==> config.mk <==
export PLATFORM = sky130hd
export DESIGN_NAME = ocp2axi_cpl
export DESIGN_NICKNAME = d
export VERILOG_FILES = /design/src/rtl/ocp2axi_cpl.sv
export SDC_FILE = /design/constraint.sdc
export NUM_CORES = 1
export LEC_CHECK = 0
export ABC_AREA = 1
export CAP_MARGIN = 15
export CORE_ASPECT_RATIO = 0.5
export CORE_MARGIN = 2
export CORE_UTILIZATION = 45
export CTS_CLUSTER_DIAMETER = 60
export CTS_CLUSTER_SIZE = 30
export DETAILED_ROUTE_END_ITERATION = 8
export PLACE_DENSITY = 0.63
export SYNTH_ARGS = -nofsm -noshare
export SYNTH_HDL_FRONTEND = slang
export SYNTH_SLANG_ARGS = --single-unit
==> constraint.sdc <==
create_clock -name clk -period 4.65 [get_ports clk]
set_clock_uncertainty 0.2 [all_clocks]
set_input_delay 0.465 -clock clk [delete_from_list [all_inputs] [get_ports clk]]
set_output_delay 0.465 -clock clk [all_outputs]
set_load 0.01 [all_outputs]
==> src/rtl/ocp2axi_cpl.sv <==
// OCP read-response to PCIe Completion TLP converter (AXI4-Stream master).
// Optional build macro OCP2AXI_STATS_EN adds cpl_count/err_count outputs.
module ocp2axi_cpl #(
    parameter int          FIFO_WDTH    = 32,
    parameter int          KEEP_WDTH    = 4,
    parameter int          BUF_DEPTH    = 8,
    parameter logic [15:0] COMPLETER_ID = 16'h0100
) (
    input  logic                 clk,
    input  logic                 reset,
    input  logic                 cpl_req_valid,
    output logic                 cpl_req_ready,
    input  logic [15:0]          cpl_req_id,
    input  logic [7:0]           cpl_tag,
    input  logic [9:0]           cpl_len,
    input  logic [11:0]          cpl_byte_cnt,
    input  logic [6:0]           cpl_lower_addr,
    input  logic [1:0]           resp,
    input  logic [FIFO_WDTH-1:0] resp_data,
    output logic                 resp_accept,
    output logic                 s_axis_tvalid,
    input  logic                 s_axis_tready,
    output logic [FIFO_WDTH-1:0] s_axis_tdata,
    output logic [KEEP_WDTH-1:0] s_axis_tkeep,
    output logic                 s_axis_tlast,
`ifdef OCP2AXI_STATS_EN
    output logic [15:0]          cpl_count,
    output logic [15:0]          err_count,
`endif
    output logic                 resp_overflow
);

    localparam int AW = $clog2(BUF_DEPTH);

    typedef enum logic [2:0] {
        S_IDLE,
        S_WAIT,
        S_HDR0,
        S_HDR1,
        S_HDR2,
        S_DATA,
        S_DROP
    } state_t;

    state_t state_q, state_d;

    logic                 init_q;
    logic [15:0]          req_id_q, req_id_d;
    logic [7:0]           tag_q, tag_d;
    logic [9:0]           len_q, len_d;
    logic [11:0]          bc_q, bc_d;
    logic [6:0]           la_q, la_d;
    logic                 err_q, err_d;
    logic [10:0]          rem_q, rem_d;
    logic                 tvalid_q, tvalid_d;
    logic [FIFO_WDTH-1:0] tdata_q, tdata_d;
    logic                 tlast_q, tlast_d;
    logic                 ovf_q;

    logic [AW:0]          wptr_q, rptr_q;
    logic [FIFO_WDTH:0]   mem_q [BUF_DEPTH];

    logic                 full, empty;
    logic                 push, pop;
    logic [FIFO_WDTH:0]   head;
    logic                 head_err;
    logic [10:0]          len_eff;
    logic                 data_load;
    logic [10:0]          rem_cur;
    logic [31:0]          dw0_ok, dw0_err, dw1, dw2;
    logic [2:0]           status;

    assign full  = (wptr_q[AW] != rptr_q[AW]) &&
                   (wptr_q[AW-1:0] == rptr_q[AW-1:0]);
    assign empty = (wptr_q == rptr_q);

    assign resp_accept = !full;
    assign push        = (resp != 2'b00) && resp_accept;

    assign head     = mem_q[rptr_q[AW-1:0]];
    assign head_err = head[FIFO_WDTH];

    assign len_eff = (len_q == 10'd0) ? 11'd1024 : {1'b0, len_q};

    // Header dwords built from the latched descriptor
    assign status  = err_q ? 3'b001 : 3'b000;
    assign dw0_ok  = {3'b010, 5'b01010, 1'b0, 3'b000, 4'b0000,
                      1'b0, 1'b0, 2'b00, 2'b00, len_q};
    assign dw0_err = {3'b000, 5'b01010, 1'b0, 3'b000, 4'b0000,
                      1'b0, 1'b0, 2'b00, 2'b00, 10'd0};
    assign dw1     = {COMPLETER_ID, status, 1'b0, bc_q};
    assign dw2     = {req_id_q, tag_q, 1'b0, la_q};

    assign cpl_req_ready = init_q && (state_q == S_IDLE);
    assign s_axis_tvalid = tvalid_q;
    assign s_axis_tdata  = tdata_q;
    assign s_axis_tlast  = tlast_q;
    assign s_axis_tkeep  = tvalid_q ? {KEEP_WDTH{1'b1}} : {KEEP_WDTH{1'b0}};
    assign resp_overflow = ovf_q;

    // Response buffer storage (contents qualified by the pointers)
    always_ff @(posedge clk) begin
        if (push) begin
            mem_q[wptr_q[AW-1:0]] <= {resp[1], resp_data};
        end
    end

    // Buffer pointers and sticky overflow flag
    always_ff @(posedge clk or negedge reset) begin
        if (!reset) begin
            wptr_q <= '0;
            rptr_q <= '0;
            ovf_q  <= 1'b0;
        end else begin
            if (push) begin
                wptr_q <= wptr_q + 1'b1;
            end
            if (pop) begin
                rptr_q <= rptr_q + 1'b1;
            end
            if ((resp != 2'b00) && !resp_accept) begin
                ovf_q <= 1'b1;
            end
        end
    end

    // FSM state, descriptor and output registers
    always_ff @(posedge clk or negedge reset) begin
        if (!reset) begin
            state_q  <= S_IDLE;
            init_q   <= 1'b0;
            req_id_q <= '0;
            tag_q    <= '0;
            len_q    <= '0;
            bc_q     <= '0;
            la_q     <= '0;
            err_q    <= 1'b0;
            rem_q    <= '0;
            tvalid_q <= 1'b0;
            tdata_q  <= '0;
            tlast_q  <= 1'b0;
        end else begin
            state_q  <= state_d;
            init_q   <= 1'b1;
            req_id_q <= req_id_d;
            tag_q    <= tag_d;
            len_q    <= len_d;
            bc_q     <= bc_d;
            la_q     <= la_d;
            err_q    <= err_d;
            rem_q    <= rem_d;
            tvalid_q <= tvalid_d;
            tdata_q  <= tdata_d;
            tlast_q  <= tlast_d;
        end
    end

    // Next-state, buffer pop and output-register loading
    always_comb begin
        state_d   = state_q;
        req_id_d  = req_id_q;
        tag_d     = tag_q;
        len_d     = len_q;
        bc_d      = bc_q;
        la_d      = la_q;
        err_d     = err_q;
        rem_d     = rem_q;
        tvalid_d  = tvalid_q;
        tdata_d   = tdata_q;
        tlast_d   = tlast_q;
        pop       = 1'b0;
        data_load = 1'b0;
        rem_cur   = rem_q;

        case (state_q)
            S_IDLE: begin
                if (cpl_req_valid && cpl_req_ready) begin
                    req_id_d = cpl_req_id;
                    tag_d    = cpl_tag;
                    len_d    = cpl_len;
                    bc_d     = cpl_byte_cnt;
                    la_d     = cpl_lower_addr;
                    state_d  = S_WAIT;
                end
            end
            S_WAIT: begin
                if (!empty) begin
                    err_d    = head_err;
                    tvalid_d = 1'b1;
                    tdata_d  = head_err ? dw0_err : dw0_ok;
                    tlast_d  = 1'b0;
                    state_d  = S_HDR0;
                end
            end
            S_HDR0: begin
                if (s_axis_tready) begin
                    tdata_d = dw1;
                    state_d = S_HDR1;
                end
            end
            S_HDR1: begin
                if (s_axis_tready) begin
                    tdata_d = dw2;
                    tlast_d = err_q;
                    state_d = S_HDR2;
                end
            end
            S_HDR2: begin
                if (s_axis_tready) begin
                    rem_d = len_eff;
                    if (err_q) begin
                        tvalid_d = 1'b0;
                        tlast_d  = 1'b0;
                        state_d  = S_DROP;
                    end else begin
                        rem_cur   = len_eff;
                        data_load = 1'b1;
                        state_d   = S_DATA;
                    end
                end
            end
            S_DATA: begin
                if (!tvalid_q || s_axis_tready) begin
                    if (tvalid_q && tlast_q) begin
                        tvalid_d = 1'b0;
                        tlast_d  = 1'b0;
                        state_d  = S_IDLE;
                    end else begin
                        data_load = 1'b1;
                    end
                end
            end
            S_DROP: begin
                if (!empty) begin
                    pop   = 1'b1;
                    rem_d = rem_q - 11'd1;
                    if (rem_q == 11'd1) begin
                        state_d = S_IDLE;
                    end
                end
            end
            default: begin
                state_d = S_IDLE;
            end
        endcase

        if (data_load) begin
            if ((rem_cur != 11'd0) && !empty) begin
                pop      = 1'b1;
                tvalid_d = 1'b1;
                tdata_d  = head[FIFO_WDTH-1:0];
                tlast_d  = (rem_cur == 11'd1);
                rem_d    = rem_cur - 11'd1;
            end else begin
                tvalid_d = 1'b0;
                tlast_d  = 1'b0;
            end
        end
    end

`ifdef OCP2AXI_STATS_EN
    // Completion and error-word counters
    always_ff @(posedge clk or negedge reset) begin
        if (!reset) begin
            cpl_count <= '0;
            err_count <= '0;
        end else begin
            if (tvalid_q && s_axis_tready && tlast_q) begin
                cpl_count <= cpl_count + 16'd1;
            end
            if (push && resp[1]) begin
                err_count <= err_count + 16'd1;
            end
        end
    end
`endif

endmodule

Word-level counts from Yosys, hierarchy flattened
Memories as Yosys holds them, arrays and structs flattened. Index checks and enable logic that the tools add are counted.

Word-level logic and storage cells: 122. Output and inout port bits: 41. Register bits: 112. Memories kept: 1. Bits in read-only memories: 0. Input port bits: 91. RAM bits: 264. Bits in latches: 0.

Memory list: mem_q (words 8, bits a word 33, read ports 1, clocked after Yosys merged registers in 0, wr ports 1, RTL line 61) `logic [FIFO_WDTH:0] mem_q [BUF_DEPTH];`.

$add $sub $neg: 4. Multiplexer cells: 53. Shift-type cells: 0. Equality and inequality tests: 26. Order comparisons: 0. $mul: 0. Bitwise logic cells: 1. Div/mod/pow operators: 0. Reduce and logical (&&, ||, !) cells: 22.

Operator list (count): two-way mux 32 bit (5); case mux 32 bit (3 select lines) (1); two-way mux 11 bit (8); two-way mux 31 bit (1); two-way mux 3 bit (9); equality test 11 x 1 -> 1 bit, second input constant (2); two-way mux 1 bit (22); case mux 11 bit (2 select lines) (1); subtractor 11 x 1 -> 11 bit, second input constant (2); case mux 3 bit (7 select lines) (1); != test 3 bit, second input constant (6); != test 2 bit, second input constant (8); nonzero test 11 bit (1); zero test 10 bit (1); equality test 3 bit, second input constant (3); AND reduction 9 bit (1); adder 4 x 1 -> 4 bit, second input constant (2); logical AND 1 bit (7); AND reduction 7 bit (1); equality test 3 x 2 -> 1 bit, second input constant (2); AND reduction 6 bit (1); nonzero test 5 bit (1); equality test 4 bit (1); two-way mux 4 bit (1); 15 further kinds (18).

Depth between registers and ports, before layout
Gate-level depths: netlist (run 1).

Word-level depth: 9. Mapped depth: 18. Mapped depth without buffers: 14.

Least setup slack after synthesis (run 1)
No wires, ideal clock.

Kind: register to register. Start: register rptr_q[1]. End: memory mem_q[0][0] (netlist bit) (enable). Arrival time: 2.697 ns. Path slack: 1.330 ns. Cell stages (with the launch flop): 8. Required time: 4.027 ns. Setup time: 0.423 ns. Path through: dfrtp_1 -> buf_2 -> xor2_1 -> nor2_1 -> nand3b_1 -> nand2_1 -> or2_2 -> nor2_1.

Word-level cells in the longest chain between the ends: 6.

RTL lines: start, declared (RTL line 60) `logic [AW:0] wptr_q, rptr_q;`; start signal, assigned (RTL line 119) `rptr_q <= rptr_q + 1'b1;`; equality test 3 bit (RTL line 74) `(wptr_q[AW-1:0] == rptr_q[AW-1:0]);`; logical AND 1 bit (RTL line 73) `assign full = (wptr_q[AW] != rptr_q[AW]) &&`; zero test 1 bit (RTL line 77) `assign resp_accept = !full;`; named net resp_accept (RTL line 20) `output logic resp_accept,`; logical AND 1 bit (RTL line 78) `assign push = (resp != 2'b00) && resp_accept;`; two-way mux 1 bit (RTL line 103) `if (push) begin`; two-way mux 1 bit (not written as such) (RTL line 104) `mem_q[wptr_q[AW-1:0]] <= {resp[1], resp_data};`; end, declared (RTL line 61).

The timed path passes the listed nets, and every way through them passes these cells.

Worst setup path in the final report (run 1)
Start: register state_q[2]. End: register rem_q[5].

Word-level cells in the longest chain between the ends: 6. Elaborated cells on any way between the ends: 11.

RTL lines: start, declared (RTL line 45) `state_t state_q, state_d;`; start signal, assigned (RTL line 143) `state_q <= state_d;`; parallel branches: the longest is 5 deep, another holds subtractor 11 x 1 -> 11 bit; two-way mux 11 bit * (RTL line 247) `if (data_load) begin`; named net rem_d[5] (RTL line 54) `logic [10:0] rem_q, rem_d;`; end signal, assigned (RTL line 151) `rem_q <= rem_d;`; end, declared (RTL line 54).

Mark *: on every way through the listed nets, which the timed path passes. A chain may end at the register's enable or synchronous reset.

==> impl_metrics.py, run 1 <==
metrics = {
    "power_and_ir_drop": {
        "switching_power_w": 0.00500,
        "power_frac_comb_pct": 40.4,
        "p_sw_share_pct": 41.8,
        "p_clk_share_pct": 16.6,
        "leakage_nw": 8.18,
        "sequentialPowerShare_pct": 42.9,
        "powerDensity_mw_per_mm2": 618,
        "p_int_w": 0.00697,
        "ir_drop_v": 0.000300,
    },
    "yosys": {
        "synthCells": 1745,
        "avgSynthCellArea_um2": 9.74,
        "ys.flop_type": "edfxtp_1",
        "ys_ff_latch": 376,
        "async_reset_ff_share_pct": 29.8,
        "synth_top_area_cell": "edfxtp_1",
        "yosysUniqueCellTypes": 44,
        "ys_seq_area_share_pct": 63.1,
        "syn_nets": 1843,
        "yosys_warnings": 0,
        "synth.top_cell.area_share_pct": 46.6,
        "yosys-top-cells-area": "edfxtp_1, dfrtp_1, nand2_1",
        "synth-edff-count": 264,
        "netlist_area_mm2": 0.0170,
    },
    "sta": {
        "tightest_slew_ns": 0.967,
        "max_freq_mhz": 299,
        "fin_crit_ns": 3.34,
        "hold_viol": 0,
        "slew_headroom_pct": 35.3,
        "fin_crit_sh_pct": 71.8,
        "fin_setup_tns_ns": 0,
        "timing.final.ws_setup_ns": 1.31,
        "setup_viol": 0,
        "rsz0062_at_grt": "false",
        "drv_slew": 0,
    },
    "routing": {
        "routed_wire_length_per_instance_um": 19.4,
        "totalWireLength_um": 45200,
        "wl_met2_um": 20500,
        "routed-wl-met3_um": 3180,
        "drt_iter0_drc": 1282,
        "drt.antenna.violating_nets": 0,
        "num_vias": 12600,
        "firstDrtPassIters": 5,
        "viasPerCell": 5.38,
        "highest_layer": "met4",
        "m1WireLength_um": 20800,
        "drc": 0,
    },
    "clock_tree": {
        "clk_pin_slew_ns": 0.10,
        "cts_root_buf": "clkbuf_16",
        "numCtsBuffers": 19,
        "h-tree-depth": 1,
        "cts.sinks": 376,
        "cts_buffer_depth": 3,
        "ctsResizeCount": 0,
        "clock_latency_ns": 0.56,
        "tritoncts": "yes",
    },
    "critical_path": {
        "worstPathArrival_ns": 3.58,
        "critical_path.cell_chain": "inv_2, nor2_4, nand3_2, o21ai_1, ha_1, inv_1, nor2_2, nand3_4, nand2_4, inv_2, nor2_1, nor2_2",
        "required_ns": 4.89,
        "cp-end-kind": "register",
        "path_class": "reg2reg",
        "crit_path_max_fanout": 46,
        "start_kind": "register",
        "cp_top_family": "simple AND/OR/NAND/NOR gates",
        "cp.buffers_inverters": 3,
        "cpPeakStageDelay_ns": 0.53,
        "cp_slowest_cell": "dfrtp_1",
    },
    "global_routing": {
        "grt_max_degree": 91,
        "grt_pass1_wl_um": 69300,
        "grt-ovfl-total": 0,
        "grt_antenna_before_repair": 1,
        "grt_pass1_vias": 11600,
        "track_usage_pct": 22.9,
    },
    "cells_and_area": {
        "layout.nets": 1928,
        "drive_above_1_share_pct": 6.20,
        "final_area_mm2": 0.0194,
        "area_growth_pct": 13.9,
    },
    "place": {
        "dp_hpwl_um": 29600,
        "dp_slack_ns": 1.03,
        "io_buffers": 131,
        "globalplace.congestion": 0.885,
        "placed_area_mm2": 0.0187,
    },
    "die": {
        "core.rowCount": 50,
        "die_x_um": 279,
        "core_area_mm2": 0.0373,
        "die_y_um": 141,
        "start_util_pct": 45.6,
        "io_pins": 132,
        "dieArea_mm2": 0.0394,
    },
    "worst_hold_path": {
        "hold_path_class": "in2async",
    },
    "run": {
        "drv_cap": 0,
    },
    "outcome": {
        "status": "finished clean",
    },
}
through the flow:
step | util (%) | power, W | hold WS (ns) | instances
2_1_floorplan | - | 0.00814 | -0.0306 | 1745
3_3_place_gp | 50.2 | 0.0100 | 0.236 | 2302
3_5_place_dp | 50.2 | 0.0100 | 0.234 | 2302
4_1_cts | 51.9 | 0.0120 | 0.190 | 2334
5_1_grt | 51.9 | 0.0128 | 0.225 | 2335
6_report | 51.9 | 0.0120 | 0.193 | 2335
path summary, 6_finish.rpt:
path / to / startpoint / depth (start not counted) / slack, ns
worst max register to register: rem_q[5]$_DFF_PN0_ / state_q[2]$_DFFE_PN0P_ / 12 / 1.31
worst min register to register: req_id_q[0]$_DFFE_PN0P_ / req_id_q[0]$_DFFE_PN0P_ / 2 / 0.28
worst max-delay path: rem_q[5]$_DFF_PN0_ / state_q[2]$_DFFE_PN0P_ / 12 / 1.31
min in group clk: la_q[6]$_DFFE_PN0P_ / cpl_lower_addr[6] / 3 / 0.23
worst min-delay path: bc_q[0]$_DFFE_PN0P_ / reset / 2 / 0.19
max in group asynchronous: len_q[8]$_DFFE_PN0P_ / reset / 3 / 3.02
power by group through the flow:
stage | combinational, W | sequential, W | clock, W
3_5_place_dp | 0.00481 | 0.00521 | 0
3_3_place_gp | 0.00479 | 0.00521 | 0
5_1_grt | 0.00540 | 0.00523 | 0.00215
6_report | 0.00484 | 0.00514 | 0.00199
2_1_floorplan | 0.00306 | 0.00508 | 0
4_1_cts | 0.00482 | 0.00514 | 0.00203
synth_stat cells (7+ instances only):
cell type and n:
buf_1 7, a22o_1 9, clkbuf_1 62, o22ai_1 9, inv_1 145, nand2_1 570
nand3_1 143, nor2_2 8, edfxtp_1 264, o21ai_0 112, a21oi_1 75, buf_2 13
dfrtp_1 112, xor2_1 17, nand4_1 29, nand3_2 19, ha_1 7, nor2_1 87
layer usage:
layer  track usage [%]  vias up
met5                 0        -
met4              4.56        0
met3              4.12       52
met2              35.5      388
met1              34.1     6143
li1                  -     5977
cells by family (layout without fill, tap and decap cells):
logic type | after synthesis | after routing | synth area share (%)
AND/OR/NAND/NOR | 871 | 871 | 22.0
flip-flops | 376 | 376 | 63.1
buffers and inverters | 243 | 338 | 5.99
AO/OA/AOI/OAI | 229 | 229 | 7.43
XOR/XNOR | 18 | 18 | 0.927
adder cells (fa/ha/maj) | 7 | 7 | 0.515
other | 1 | 2 | 0.0221
cells in the final DEF (no fill, tap or decap), drive strengths merged, types with 26 or more instances in the layout:
master,instances
nor2,98
buf,26
nand3,163
dfrtp,112
inv,155
a21oi,75
nand2,574
edfxtp,264
nand4,29
o21ai,117
clkdlybuf4s50,130
registers in the layout, indices dropped and copies added, names as in the netlist:
name and count:
rem_q 11, mem_q 264, bc_q 12, resp_overflow 1, wptr_q 4, err_q 1
s_axis_tlast 1, s_axis_tdata 32, init_q 1, state_q 3, s_axis_tvalid 1, req_id_q 16
len_q 10, tag_q 8, rptr_q 4, la_q 7
layout make-up:
class | instances | area, um2
flip-flops and latches | 376 | 10700
inverters | 150 | 563
fillers | 3378 | 17900
multi-input cells | 1126 | 5320
clock inverters | 11 | 128
repair buffers | 157 | 1510
well taps | 494 | 618
diodes | 1 | 2.50
clock buffers | 20 | 500
what timing repair did:
action,CTS,global route
endpoints found under the hold margin,30,0
hold buffers,1,0
buffers inserted,0,0
Note: power is estimated with default switching activity, not from simulation.
==> inputs of run 2 (changes only) <==
--- a/config.mk
+++ b/config.mk
@@ -13,7 +13,7 @@
 export CTS_CLUSTER_DIAMETER = 60
 export CTS_CLUSTER_SIZE = 30
 export DETAILED_ROUTE_END_ITERATION = 8
-export PLACE_DENSITY = 0.63
+export PLACE_DENSITY = 0.66
 export SYNTH_ARGS = -nofsm -noshare
 export SYNTH_HDL_FRONTEND = slang
 export SYNTH_SLANG_ARGS = --single-unit
==> constraint.sdc (replaced) <==
create_clock -name clk -period 2.69 [get_ports clk]
set_clock_uncertainty 0.2 [all_clocks]
set_input_delay 0.269 -clock clk [delete_from_list [all_inputs] [get_ports clk]]
set_output_delay 0.269 -clock clk [all_outputs]
set_load 0.01 [all_outputs]
==> impl_metrics.py, run 2 (synthesis results as in run 1) <==
metrics = {
    "critical_path": {
        "worstPathArrival_ns": 2.13,
        "cp_slowest_cell": "clkdlybuf4s50_1",
        "required_ns": 2.22,
        "ff2ff_setup_slack_ns": 0.13,
        "cpPeakStageDelay_ns": 0.54,
        "critical_path.cell_chain": "buf_4, nor2_1, nand2_2, nor2_1, clkdlybuf4s50_1",
        "cp_top_family": "buffers and inverters",
        "timing.rr.start": "state_q[0]$_DFFE_PN0P_",
        "crit_path_frequent_cell": "nor2_1",
        "cp-end-kind": "output pin",
        "cp.buffers_inverters": 2,
        "start_kind": "register",
        "crit_path_max_fanout": 6,
        "path_class": "reg2out",
        "reg2reg_to": "s_axis_tdata[8]$_DFF_PN0_",
        "rr_worst_depth": 14,
    },
    "global_routing": {
        "grt_pass1_wl_um": 68400,
        "grt_max_degree": 124,
        "grt-ovfl-total": 0,
        "grt_antenna_before_repair": 1,
        "track_usage_pct": 22.5,
        "grt_pass1_vias": 11800,
    },
    "cells_and_area": {
        "fill_cells": 3274,
        "layout_commonest_cell": "nand2_1",
        "seq_area_mm2": 0.0107,
        "fin_cells": 2393,
        "drive_above_1_share_pct": 9.22,
        "final_cell_mix": "nand2_1, edfxtp_1, nand3_1",
        "area_growth_pct": 18.4,
        "multiInputGateArea_mm2": 0.00533,
        "largest_register_ffs": 264,
        "antenna_cells": 0,
        "layout.nets": 1988,
    },
    "power_and_ir_drop": {
        "sequentialPowerShare_pct": 41.8,
        "ir_drop_v": 0.000476,
        "switching_power_w": 0.00859,
        "p_sw_share_pct": 40.5,
        "leakage_nw": 8.56,
        "p_int_w": 0.0126,
        "p_clk_share_pct": 15.6,
        "powerDensity_mw_per_mm2": 1050,
        "power_frac_comb_pct": 42.7,
    },
    "sta": {
        "fin_crit_sh_pct": 96.4,
        "fin_setup_tns_ns": 0,
        "hold_viol": 0,
        "fin_crit_ns": 2.59,
        "slew_headroom_pct": 57.4,
        "tightest_slew_ns": 0.640,
        "timing.final.ws_setup_ns": 0.0956,
        "max_freq_mhz": 385,
        "drv_slew": 0,
        "setup_viol": 0,
    },
    "outcome": {
        "status": "finished clean",
    },
    "routing": {
        "drt.antenna.violating_nets": 0,
        "totalWireLength_um": 44300,
        "drc": 0,
        "num_vias": 12800,
        "routed_wire_length_per_instance_um": 18.5,
        "viasPerCell": 5.33,
        "firstDrtPassIters": 7,
        "drt_iter0_drc": 1274,
    },
    "die": {
        "core.rowCount": 50,
        "core_area_mm2": 0.0373,
        "die_y_um": 141,
        "die_x_um": 279,
        "io_pins": 132,
        "start_util_pct": 45.6,
        "dieArea_mm2": 0.0394,
    },
    "clock_tree": {
        "cts_buffer_depth": 3,
        "clock_latency_ns": 0.54,
        "clk_pin_slew_ns": 0.10,
        "tritoncts": "yes",
        "cts_root_buf": "clkbuf_16",
        "cts.sinks": 376,
        "numCtsBuffers": 19,
        "h-tree-depth": 1,
    },
    "place": {
        "dp_hpwl_um": 30400,
        "place_inst": 2360,
        "globalplace.congestion": 0.947,
        "io_buffers": 131,
        "dp_slack_ns": -0.193,
    },
    "worst_hold_path": {
        "hold_path_class": "in2reg",
        "hold-path-endpoint": "bc_q[2]$_DFFE_PN0P_",
        "min_from": "cpl_byte_cnt[2]",
        "hold_depth": 3,
    },
    "run": {
        "drv_cap": 0,
    },
}
## run 2: through the flow
step	area, um2	util, %	total power (W)	hold slack [ns]
2_1_floorplan	17000	-	0.0141	-0.227
3_3_place_gp	19500	52.2	0.0179	0.126
3_5_place_dp	19500	52.2	0.0179	0.133
4_1_cts	20100	53.8	0.0212	0.0393
5_1_grt	20100	54.0	0.0226	0.0555
6_report	20100	54.0	0.0212	0.0570
## run 2: what timing repair did
action,4_1_cts,5_1_grt
hold buffers,1,0
resized for setup,2,8
setup buffers,0,2
setup endpoints to repair,1,17
endpoints found under the hold margin,46,0
pin swaps,0,2
## run 2: layer usage
| metal | track usage, % | vias up | wire, um |
|---|---|---|---|
| li1 | - | 6104 | - |
| met1 | 32.6 | 6226 | 20500 |
| met2 | 36.6 | 374 | 20700 |
| met3 | 2.95 | 46 | 2430 |
| met4 | 4.56 | 0 | 770 |
| met5 | 0 | - | 0 |
## run 2: cell type report
class / instances / area share (%)
Multi-Input combinational cell: 1126 / 26.5
Sequential cell: 376 / 53.4
Clock inverter: 9 / 0.522
Inverter: 150 / 2.81
Clock buffer: 21 / 2.40
Tap cell: 494 / 3.07
Timing Repair Buffer: 217 / 11.4
## run 2: worst register-to-register path: stages (launching register included)
cell     delay, ns
dfrtp_1       0.43
buf_4         0.18
inv_4         0.10
nand3_2       0.10
nor2_4        0.24
buf_4         0.16
nand2_1       0.04
nand2_1       0.10
nand2_1       0.10
nor2_4        0.14
nand3_4       0.13
buf_12        0.20
nand4_1       0.24
nand2_1       0.10
inv_1         0.05
## run 2: power groups by stage
stage	Sequential, W	Clock [W]	Combinational, W
floorplan	0.00875	0	0.00534
finish	0.00885	0.00330	0.00904
CTS	0.00884	0.00336	0.00900
detailed placement	0.00896	0	0.00898
global placement	0.00895	0	0.00893
global route	0.00900	0.00354	0.0100
## run 2: worst max-delay path by stage
stage / from / endpoint / slack [ns] / cells past startpoint
after floorplan: rptr_q[1]$_DFFE_PN0P_ / mem_q[1][0]$_DFFE_PP_ / -0.51 / 8
after global placement: s_axis_tready / s_axis_tdata[8]$_DFF_PN0_ / -0.11 / 12
after detailed placement: s_axis_tready / s_axis_tdata[8]$_DFF_PN0_ / -0.19 / 12
after CTS: state_q[0]$_DFFE_PN0P_ / s_axis_tdata[8]$_DFF_PN0_ / 0.006 / 14
after global routing: state_q[0]$_DFFE_PN0P_ / s_axis_tdata[8]$_DFF_PN0_ / -0.03 / 14
final: state_q[0]$_DFFE_PN0P_ / cpl_req_ready / 0.1 / 5
